## config.mk

```make
export PLATFORM = sky130hd
export DESIGN_NAME = ntt_addr_gen
export DESIGN_NICKNAME = d
export VERILOG_FILES = /design/src/rtl/ntt_addr_gen.sv
export SDC_FILE = /design/constraint.sdc
export NUM_CORES = 1
export LEC_CHECK = 0
export CORE_ASPECT_RATIO = 0.75
export CORE_MARGIN = 2
export CORE_UTILIZATION = 55
export DETAILED_ROUTE_END_ITERATION = 6
export MAX_ROUTING_LAYER = met4
export PLACE_DENSITY = 0.79
export SKIP_LAST_GASP = 1
export SLEW_MARGIN = 20
export SYNTH_ARGS = -nofsm -noshare
export SYNTH_HDL_FRONTEND = slang
export SYNTH_SLANG_ARGS = --single-unit
```

## constraint.sdc

```tcl
create_clock -name clk -period 19.5 [get_ports clk]
set_input_delay 1.95 -clock clk [delete_from_list [all_inputs] [get_ports clk]]
set_output_delay 1.95 -clock clk [all_outputs]
set_load 0.01 [all_outputs]
```

## src/rtl/ntt_addr_gen.sv

```systemverilog
// ntt_addr_gen
//   Address and twiddle generator for a 128-point mixed-radix transform.
//   It turns the controller's loop indices into four data-memory read
//   addresses and three twiddle-ROM exponents for the 4-input butterfly.
//   Each issued read set is then delayed to become the matching write-back
//   address set once the butterfly result is ready.
//
// Ports
//   clk, rst        clock (rising edge), asynchronous active-high reset
//   sel             0 = radix-2 issue, 1 = radix-4 issue
//   en              one butterfly issue this cycle
//   i               radix-2 pair index
//   k, j, p         radix-4 group index, in-group index, stage (span 4^p)
//   raddr0..3       read addresses for legs 0..3 (1-cycle issue latency)
//   tw1..3          twiddle exponents for legs 1..3
//   rvalid          raddr*/tw* carry a fresh issue
//   waddr0..3       write-back addresses aligned with butterfly outputs
//   wvalid          waddr* carry a fresh result
//   err             sticky: illegal p or radix-2/radix-4 write collision
module ntt_addr_gen #(
    parameter int AW     = 7,
    parameter int LAT_R2 = 8,
    parameter int LAT_R4 = 14
) (
    input  logic          clk,
    input  logic          rst,
    input  logic          sel,
    input  logic          en,
    input  logic [4:0]    i,
    input  logic [4:0]    k,
    input  logic [4:0]    j,
    input  logic [2:0]    p,
    output logic [AW-1:0] raddr0,
    output logic [AW-1:0] raddr1,
    output logic [AW-1:0] raddr2,
    output logic [AW-1:0] raddr3,
    output logic [AW-1:0] tw1,
    output logic [AW-1:0] tw2,
    output logic [AW-1:0] tw3,
    output logic          rvalid,
    output logic [AW-1:0] waddr0,
    output logic [AW-1:0] waddr1,
    output logic [AW-1:0] waddr2,
    output logic [AW-1:0] waddr3,
    output logic          wvalid,
    output logic          err
);
    // Intermediate arithmetic is carried wide and truncated at the end,
    // which gives the mod-2^AW result the address space wraps on.
    localparam int CW = 12;
    // Delay-line entry: {valid, mode, raddr3, raddr2, raddr1, raddr0}
    localparam int EW = 2 + 4 * AW;

    logic          p_bad;
    logic [1:0]    p_eff;
    logic [2:0]    s;
    logic [CW-1:0] base;
    logic [CW-1:0] e;

    logic [AW-1:0] raddr_d [4];
    logic [AW-1:0] raddr_q [4];
    logic [AW-1:0] tw_d    [1:3];
    logic [AW-1:0] tw_q    [1:3];
    logic [AW-1:0] waddr_d [4];
    logic [AW-1:0] waddr_q [4];
    logic          rvalid_d, rvalid_q;
    logic          mode_d, mode_q;
    logic          wvalid_d, wvalid_q;
    logic          err_d, err_q;

    logic [EW-1:0] line_d [LAT_R4];
    logic [EW-1:0] line_q [LAT_R4];
    logic [EW-1:0] tap_a, tap_b;
    logic          hit_a, hit_b;

    // Radix-4 index decode; an out-of-range stage is computed as the last
    // legal stage so the datapath still sees a well-formed address set.
    always_comb begin
        p_bad = sel && en && (p > 3'd2);
        p_eff = (p > 3'd2) ? 2'd2 : p[1:0];
        s     = {p_eff, 1'b0};
        base  = (CW'(k) << (s + 3'd2)) + CW'(j);
        e     = CW'(j) << (3'd4 - s);
    end

    genvar gi;
    generate
        for (gi = 0; gi < 4; gi++) begin : g_raddr
            assign raddr_d[gi] = !en ? raddr_q[gi] :
                                 sel ? AW'(base + (CW'(gi) << s)) :
                                       AW'(CW'(i) + CW'(32 * gi));
        end
        // Radix-2 uses only legs 1 and 2 for twiddles; leg 3 exponent is 0.
        for (gi = 1; gi < 4; gi++) begin : g_tw
            assign tw_d[gi] = !en ? tw_q[gi] :
                              sel ? AW'(CW'(2 * gi) * e) :
                              (gi == 3) ? '0 : AW'(CW'(i) + CW'(32 * (gi - 1)));
        end
    endgenerate

    assign rvalid_d = en;
    assign mode_d   = en ? sel : mode_q;

    // Every entry carries its own mode bit, so sel may change freely while
    // older entries are still travelling down the line.
    assign line_d[0] = {rvalid_q, mode_q, raddr_q[3], raddr_q[2], raddr_q[1], raddr_q[0]};
    generate
        for (gi = 1; gi < LAT_R4; gi++) begin : g_line
            assign line_d[gi] = line_q[gi-1];
        end
    endgenerate

    // Radix-2 results emerge from the short tap, radix-4 from the end of the
    // line; if both fire together the radix-2 result wins and the radix-4
    // entry is lost, which is flagged as an error.
    assign tap_a = line_q[LAT_R2-1];
    assign tap_b = line_q[LAT_R4-1];
    assign hit_a = tap_a[EW-1] & ~tap_a[EW-2];
    assign hit_b = tap_b[EW-1] &  tap_b[EW-2];

    generate
        for (gi = 0; gi < 4; gi++) begin : g_waddr
            assign waddr_d[gi] = hit_a ? tap_a[gi*AW +: AW] :
                                 hit_b ? tap_b[gi*AW +: AW] : waddr_q[gi];
        end
    endgenerate

    assign wvalid_d = hit_a | hit_b;
    assign err_d    = err_q | p_bad | (hit_a & hit_b);

    always_ff @(posedge clk or posedge rst) begin
        if (rst) begin
            for (int n = 0; n < 4; n++) begin
                raddr_q[n] <= '0;
                waddr_q[n] <= '0;
            end
            for (int n = 1; n < 4; n++) tw_q[n] <= '0;
            for (int n = 0; n < LAT_R4; n++) line_q[n] <= '0;
            rvalid_q <= 1'b0;
            mode_q   <= 1'b0;
            wvalid_q <= 1'b0;
            err_q    <= 1'b0;
        end else begin
            for (int n = 0; n < 4; n++) begin
                raddr_q[n] <= raddr_d[n];
                waddr_q[n] <= waddr_d[n];
            end
            for (int n = 1; n < 4; n++) tw_q[n] <= tw_d[n];
            for (int n = 0; n < LAT_R4; n++) line_q[n] <= line_d[n];
            rvalid_q <= rvalid_d;
            mode_q   <= mode_d;
            wvalid_q <= wvalid_d;
            err_q    <= err_d;
        end
    end

    assign raddr0 = raddr_q[0];
    assign raddr1 = raddr_q[1];
    assign raddr2 = raddr_q[2];
    assign raddr3 = raddr_q[3];
    assign tw1    = tw_q[1];
    assign tw2    = tw_q[2];
    assign tw3    = tw_q[3];
    assign rvalid = rvalid_q;
    assign waddr0 = waddr_q[0];
    assign waddr1 = waddr_q[1];
    assign waddr2 = waddr_q[2];
    assign waddr3 = waddr_q[3];
    assign wvalid = wvalid_q;
    assign err    = err_q;
endmodule

```

# [Yosys cells after proc, flatten, opt, wreduce, memory -nomap -nowiden]
# Index checks and enable logic that the tools add are counted.
[classes] addsub=10 mul=1 magnitude_cmp=1 shift=6 mux=16 bitwise_logic=7 reduce_logical=3
[ops] cell="$mux 7" n=15
[ops] cell="$add 7x7->7" n=4
[ops] cell="$add 5x7->7 const B" n=2
[ops] cell="$shl 1x3->7 const A" n=2
[ops] cell="$shl 2x3->7 const A" n=2
[ops] cell="$mul 2x12->6 const A" n=1
[ops] cell="$shl 5x3->12" n=1
[ops] cell="$add 5x6->7 const B" n=1
[ops] cell="$add 7x5->7" n=1
[ops] cell="$shl 5x3->7" n=1
[ops] cell="$add 3x2->3 const B" n=1
[ops] cell="$and 1x1->1" n=3
[ops] cell="$gt 3x2->1 const B" n=1
[ops] cell="$or 1x1->1" n=3
[ops] cell="$sub 3x3->3 const A" n=1
[ops] cell="$logic_and 1x1->1" n=2
[ops] cell="$mux 2" n=1
[ops] cell="$reduce_bool 2->1" n=1
[ops] cell="$not 1->1" n=1
[word_totals] ff_bits=501 input_bits=22 out_inout_bits=80 elab_cells=73

# [Logic depth before layout (Yosys ltp)]
# Gate-level depths: netlist (run 1).
[logic_depth] ltp_word=7 ltp_mapped=18 mapped_depth_nobuf=16

# [Least setup slack after synthesis (run 1)]
# No wires, ideal clock.
[synth_path] path_kind="input to register" from="input port p[2]" to="register raddr_q (netlist bit raddr3[6])" setup_ps=121 t_arrival_ps=5467 required_time_ps=19379 setup_slack_ps=13911 stages=18 n_path_buf=3 path_cell_list="nor3b_2 > clkbuf_1 > ha_1 > buf_2 > clkinv_1 > and3_1 > ha_1 > inv_1 > fa_1 > xnor2_1 > ha_1 > clkbuf_1 > a21o_1 > a21oi_1 > o21ai_0 > a21oi_1 > xor3_1 > o22a_1"
[synth_between] elab_chain_cells=7 word_cells_on_any_way=8 cone_classes="add/sub: 3; order compare: 1; shift: 2; mux: 2"
[synth_rtl] item="from (decl)" line_no="32" source="input logic [2:0] p,"
[synth_rtl] item="$gt 3x2->1 *" line_no="80" source="p_eff = (p > 3'd2) ? 2'd2 : p[1:0];"
[synth_rtl] item="$mux 2 *" line_no="80"
[synth_rtl] item="$add 3x2->3" line_no="82" source="base = (CW'(k) << (s + 3'd2)) + CW'(j);"
[synth_rtl] item="$shl 5x3->7" line_no="82"
[synth_rtl] item="$add 7x5->7" line_no="82"
[synth_rtl] item="$add 7x7->7 *" line_no="90" source="sel ? AW'(base + (CW'(gi) << s)) :"
[synth_rtl] item="$mux 7 *" line_no="90"
[synth_rtl] item="to (signal, indexed assignment)" line_no="145" source="raddr_q[n] <= raddr_d[n];"
[synth_rtl] item="to (decl)" line_no="61" source="logic [AW-1:0] raddr_q [4];"
# Every way passes the cells marked *; elsewhere a longest branch is shown, timed or not.
# A chain may end at the register's enable or synchronous reset.

# [Worst setup path after layout (run 1)]
# Same ends and word-level chain as after synthesis.

==> metrics, run 1 <==
status=finished, final reports clean; post-DP HPWL=14750 um; Synth warnings=0; CP Class=in2reg; CTS tree=built; routed vias/inst=between 5 and 6; mapped cell area=0.01420 mm^2; crit-path leading delay family=compound AO/OA/AOI/OAI gates; Mapped Nets=904; crit-path most repeated cell=ha_1; pwr/cell area=between 100 and 150 mW/mm^2; setup TNS=0 ns; commonest non-fill, non-tap cells in the layout=dfrtp_1, clkdlybuf4s50_1, a21oi_1, nor2_1, clkbuf_16; clk_lat worst skew=0.54 ns; Net Sw Frac=0.2452; CP Buf/Inv Count=3; fin cells=approximately 1300; hold_ws=0.3249 ns; HP Class=reg2reg; CTS clk-pin slew, worst paths=0.09 ns; Slew Limit Fails=0; critical path launch point type=input port; drt first-iter violations=454; Initial Util=0.5648; Post-synth EDFFs=0; CTS Buf Count=41; most common cell after layout, fill and taps aside=dfrtp_1; Clock Tree Root=clkbuf_16; Placed Instances=between 1000 and 1500; Port Buf Inserts=100; final number of hold-violating endpoints=0; Max stage delay on crit path=0.66 ns; Antenna Nets Post-Route=0; total wire length=between 20000 and 30000 um; layout cells sized above 1=0.09202; initial antenna violation count=3; grt ovf=0; Clk pwr share=0.378; gpl congestion=0.8915; total internal power=0.001670 W; vias in the first global route=7496; GRT Total Usage=0.2294; ys async rst share=1.000; Primary FF master, synth=dfrtp_1; Max Cap Viol=0; CTS sink count=466; Fillers=1518; worst path cell trace=clkdlybuf4s50_1 -> nor3b_2 -> ha_1 -> clkinv_1 -> nand3_1 -> inv_1 -> ha_1 -> a21o_1 -> a211oi_1 -> nor2_1 -> ha_1 -> a21oi_1 -> o21ai_0 -> a21oi_1 -> xor3_1 -> o22a_1; clk buf depth=3; die height=143.2 um; Layout area overhead=17.83%; Ports=102; Crit. End Element=register; worst-margin pin slew=0.9525 ns; Rows=50; WP data required=19.90 ns; syn avg cell area=roughly 17 um^2; Critical Path AT=6.49 ns; leak pwr=7.493 nW; RSZ-0062 raised after global routing=no; Die X=between 150 and 200 um; worst slack at placement=12.88 ns; Final min period=6.088 ns; sequential area share after synthesis=0.8209; First-pass DRT Iterations=5; htree depth=2; setup bufs post-CTS=0; Rel. slew slack=0.3650; Max Fclk=0.1642 GHz; die area=0.02714 mm^2; synthesis-stage register bit count=466; Distinct cells, synth=45; Post-CTS Hold Buffers=0; fin crit share=0.3122; post_cts resized=0; CP Max Fanout=13; nets=993; worst setup margin=~13 ns; final setup vio count=0; Combinational Power Share=0.086; Psw=approximately 0.00054 W; final clock skew=0.02401 ns; largest net degree at the start of global routing=186; Avg WL per Cell=21.72 um; number of cells produced by synthesis=857; Reg power frac=0.536; Vias=6735; critical path's slowest cell=nor3b_2; Core ar.=0.02515 mm^2; first-pass GRT wire length=44770 um; worst vdd ir=0.00008397 V; final routed DRC violation total=0
==> cells in the mapped netlist, types with 8 or more instances <==
cell type	n	area [um^2]
a21oi_1	75	375.4
a31oi_1	11	68.82
buf_4	33	247.7
clkbuf_1	20	75.07
dfrtp_1	466	11660
ha_1	22	275.3
inv_1	26	97.59
mux2i_1	31	310.3
nand2_1	12	45.04
nor2_1	57	214.0
nor2b_1	8	50.05
o21ai_0	10	50.05
xnor2_1	10	87.58
==> worst paths after layout <==
path                                 startpoint                    end  slack [ns]  cells past startpoint
hold reg to reg            line_d[85]$_DFF_PP0_   line_d[55]$_DFF_PP0_        0.32                      0
min in group asynchronous                   rst  line_d[121]$_DFF_PP0_        1.99                      2
setup reg to reg            tap_a[28]$_DFF_PP0_  waddr0[0]$_DFFE_PP0P_       17.23                      5
max in group asynchronous                   rst     tap_a[6]$_DFF_PP0_       15.18                      4
hold / removal             line_d[85]$_DFF_PP0_   line_d[55]$_DFF_PP0_        0.32                      0
setup / recovery                           p[2]  raddr3[6]$_DFFE_PP0P_       13.41                     16
==> stage by stage <==
step	util	area, um^2	total power [W]
final	0.6655	16740	0.002212
after global routing	0.6654	16730	0.002305
after CTS	0.6652	16730	0.002228
after detailed placement	0.6099	15340	0.001377
after global placement	0.6099	15340	0.001355
after floorplan	-	14200	0.001280
==> routing by layer <==
layer,vias up,global-route usage,part of all wire
li1,2962,-,-
met1,3531,0.3174,0.45
met3,46,0.04792,0.053
met5,-,-,0
met2,196,0.3570,0.48
met4,0,0.05508,0.019
==> kinds of logic (layout without fill, tap and decap cells) <==
logic type / count (synthesis) / count (layout) / synth area share
flops: 466 / 466 / 0.8209
simple gates: 94 / 94 / 0.02907
xor+xnor: 20 / 20 / 0.01489
buf+inv: 88 / 209 / 0.03268
fa+ha+maj: 25 / 25 / 0.02361
other cells: 1 / 3 / 0.0002640
compound gates: 126 / 126 / 0.05118
mux: 37 / 37 / 0.02739
==> sequential cells by signal, indices dropped and copies added, names as in the netlist, 5 cells and up <==
signal,count
raddr3,6
tw2,5
tap_b,28
tw1,7
raddr1,7
raddr0,7
raddr2,6
waddr1,7
waddr2,6
tw3,6
waddr3,6
waddr0,7
line_d,336
tap_a,28
==> final cells by class <==
type                            count  area (um^2)  area share
Inverter                           28        112.6    0.006728
Sequential cell                   466        11660      0.6967
Timing Repair Buffer              106         1057     0.06317
Multi-Input combinational cell    303         2088      0.1248
Clock inverter                     14        157.7    0.009419
Antenna cell                        2        5.005   0.0002990
Tap cell                          338        422.9     0.02527
Clock buffer                       61         1232     0.07363
==> power by group through the flow <==
stage | logic, W | registers [W] | clock network [W]
after floorplan | 0.000106 | 0.00117 | 0
after global placement | 0.000182 | 0.00117 | 0
after detailed placement | 0.000187 | 0.00119 | 0
after CTS | 0.000193 | 0.00119 | 0.000847
after global routing | 0.000208 | 0.00120 | 0.000899
final | 0.000190 | 0.00118 | 0.000837
==> worst reg2reg max path: cells and delay by family (launching register included) <==
family,cells,cell delay [ns]
AND/OR/NAND/NOR,2,0.30
flip-flops,1,0.42
AO/OA/AOI/OAI,2,1.02
buffers and inverters,1,0.45
Note: power is estimated with default switching activity, not from simulation.
==> inputs of run 2 (changes only) <==
Clock period 19.5 ns to 6.3 ns, I/O delays scaled along.
==> run 2 against run 1 <==
  * Final area fell by 0.48%
  * Clock power rose to 2.8 times the previous value
  * Combinational power rose to 3.1 times the previous value
  * Flip-flop and latch count stayed put
  * Largest cell class unchanged
  * Highest routed layer unchanged
==> metrics, run 2 (synthesis gave the netlist of run 1 again) <==
post_cts resized=0 (unchanged); fin cells=1315 (-0.23%); M3 GR Usage=0.04719 (-0.0007373); Placed Instances=1243 (+0.16%); worst-margin pin slew=0.9313 ns (-0.02119 ns); DP Area=0.01536 mm^2 (+0.15%); die height=143.2 um (unchanged); worst path cell trace=clkdlybuf4s50_1 -> or2_2 -> ha_1 -> clkinv_1 -> nand3_1 -> inv_1 -> ha_1 -> a21o_1 -> a211oi_1 -> nor2_1 -> ha_1 -> a21oi_1 -> o21ai_0 -> a21oi_1 -> xor3_1 -> o22a_1; CTS Buf Count=40 (-2.4%); Max Cap Viol=0 (unchanged); max FFs per register=336 (unchanged); nets=995 (+0.20%); Crit. End Element=register; HP Class=reg2reg; post-DP HPWL=14210 um (-3.7%); first-pass GRT wire length=43130 um (-3.7%); final number of hold-violating endpoints=0 (unchanged); Max Fclk=0.2256 GHz; Critical Path AT=4.84 ns (-1.65 ns); Die X=189.6 um (unchanged); layout cells sized above 1=0.08607 (-0.005959); critical path launch point type=input port; Layout area overhead=17.26%; Register Area=0.01166 mm^2 (unchanged); Tot Pwr=0.006620 W (+200%); total wire length=26860 um (-6.2%); Final min period=4.432 ns; critical path's slowest cell=clkdlybuf4s50_1; CP Class=in2reg; routed vias/inst=5.052 (-1.1%); CP Max Fanout=10 (-3); pwr/cell area=397.4 mW/mm^2 (+200%); Final Cell Area=0.01666 mm^2 (-0.48%); busiest grt layer=met2; grt ovf=0 (unchanged); WP data required=6.71 ns (-13.19 ns); Core ar.=0.02515 mm^2 (unchanged); CTS clk-pin slew, worst paths=0.06 ns (-0.03 ns); Avg WL per Cell=20.42 um (-6.0%); CTS sink count=466 (unchanged); die area=0.02714 mm^2 (unchanged); grt met2 use=0.3285 (-0.02853); clk buf depth=3 (unchanged); Post-CTS Hold Buffers=0 (unchanged); clk_lat worst skew=0.54 ns (about the same); largest net degree at the start of global routing=150 (-19%); worst vdd ir=0.0002470 V (+190%); crit-path most repeated cell=ha_1; multi-input combinational cell area=0.002088 mm^2 (unchanged); final setup vio count=0 (unchanged); htree depth=2 (unchanged); status=finished, final reports clean; Ports=102 (unchanged); CTS tree=built; most common cell after layout, fill and taps aside=dfrtp_1; Vias=6643 (-1.4%); GRT Total Usage=0.2192 (-0.01028); setup bufs post-CTS=0 (unchanged); Initial Util=0.5648 (unchanged); Slew Limit Fails=0 (unchanged); met1 Use GR=0.3116 (-0.005813); worst slack at placement=1.383 ns (-11.49 ns); Rel. slew slack=0.3791 (+0.01413); drt first-iter violations=433 (-4.6%); initial antenna violation count=3 (unchanged); final routed DRC violation total=0 (unchanged); final clock skew=0.02593 ns (+0.001921 ns); vias in the first global route=7435 (-0.81%); Antenna Nets Post-Route=0 (unchanged); commonest non-fill, non-tap cells in the layout=dfrtp_1, clkdlybuf4s50_1, a21oi_1, nor2_1, clkbuf_16; Fillers=1566 (+3.2%); Rows=50 (unchanged); Port Buf Inserts=100 (unchanged); worst setup margin=1.868 ns (-11.54 ns); Clock Tree Root=clkbuf_16; First-pass DRT Iterations=4 (-1); Max stage delay on crit path=0.45 ns (-0.21 ns); RSZ-0062 raised after global routing=no; leak pwr=7.440 nW (-0.71%); fin crit share=0.7035; gpl congestion=0.9054 (+1.6%)
## run 2: cell types whose count changed in the layout (fill, tap and decap cells not counted), sizes merged
cell and delta:
diode -1, buf +3, bufinv -2, clkinvlp +2, clkinv -2, inv -3
## run 2: worst paths after layout
kind	slack [ns]	startpoint	depth (start not counted)	to
worst min-delay path	0.34	line_d[220]$_DFF_PP0_	0	line_d[190]$_DFF_PP0_
min in group asynchronous	0.62	rst	3	line_d[389]$_DFF_PP0_
worst max register to register	4.14	tap_a[28]$_DFF_PP0_	4	waddr1[5]$_DFFE_PP0P_
worst min register to register	0.34	line_d[220]$_DFF_PP0_	0	line_d[190]$_DFF_PP0_
worst max-delay path	1.87	p[2]	16	raddr3[6]$_DFFE_PP0P_
max in group asynchronous	4.21	rst	4	line_d[184]$_DFF_PP0_
## run 2: critical path, delay by kind of cell
family,cells,cell delay [ns]
AO/OA/AOI/OAI,6,1.37
XOR/XNOR,1,0.25
adder cells (fa/ha/maj),3,1.13
buffers and inverters,3,0.77
AND/OR/NAND/NOR,3,0.69
## run 2: area by class of cell
type / instances / area share
sequential: 466 / 0.7001
multi-input combinational: 303 / 0.1254
clock buffer: 61 / 0.07091
timing repair buffer: 109 / 0.06655
tap: 338 / 0.02539
inverter: 28 / 0.006535
clock inverter: 9 / 0.005033
antenna: 1 / 0.0001502
## run 2: per-stage QoR
stage	hold WS [ns]	utilization	TNS [ns]
2_1_floorplan	0.3312	-	-297.73
3_3_place_gp	0.3310	0.6108	0
3_5_place_dp	0.3347	0.6108	0
4_1_cts	0.3421	0.6611	0
5_1_grt	0.3476	0.6622	0
6_report	0.3388	0.6623	0
## run 2: per-layer routing
| layer | wire length (um) | vias up | part of all wire |
|---|---|---|---|
| li1 | - | 2957 | - |
| met1 | 12370 | 3460 | 0.46 |
| met2 | 12440 | 181 | 0.46 |
| met3 | 1483 | 45 | 0.055 |
| met4 | 572 | 0 | 0.021 |
| met5 | 0 | - | 0 |
## run 2: where the power goes
part / switching, W / internal (W)
Clock: 0.00107 / 0.00131
Sequential: 0.000216 / 0.00344
Combinational: 0.000309 / 0.000277
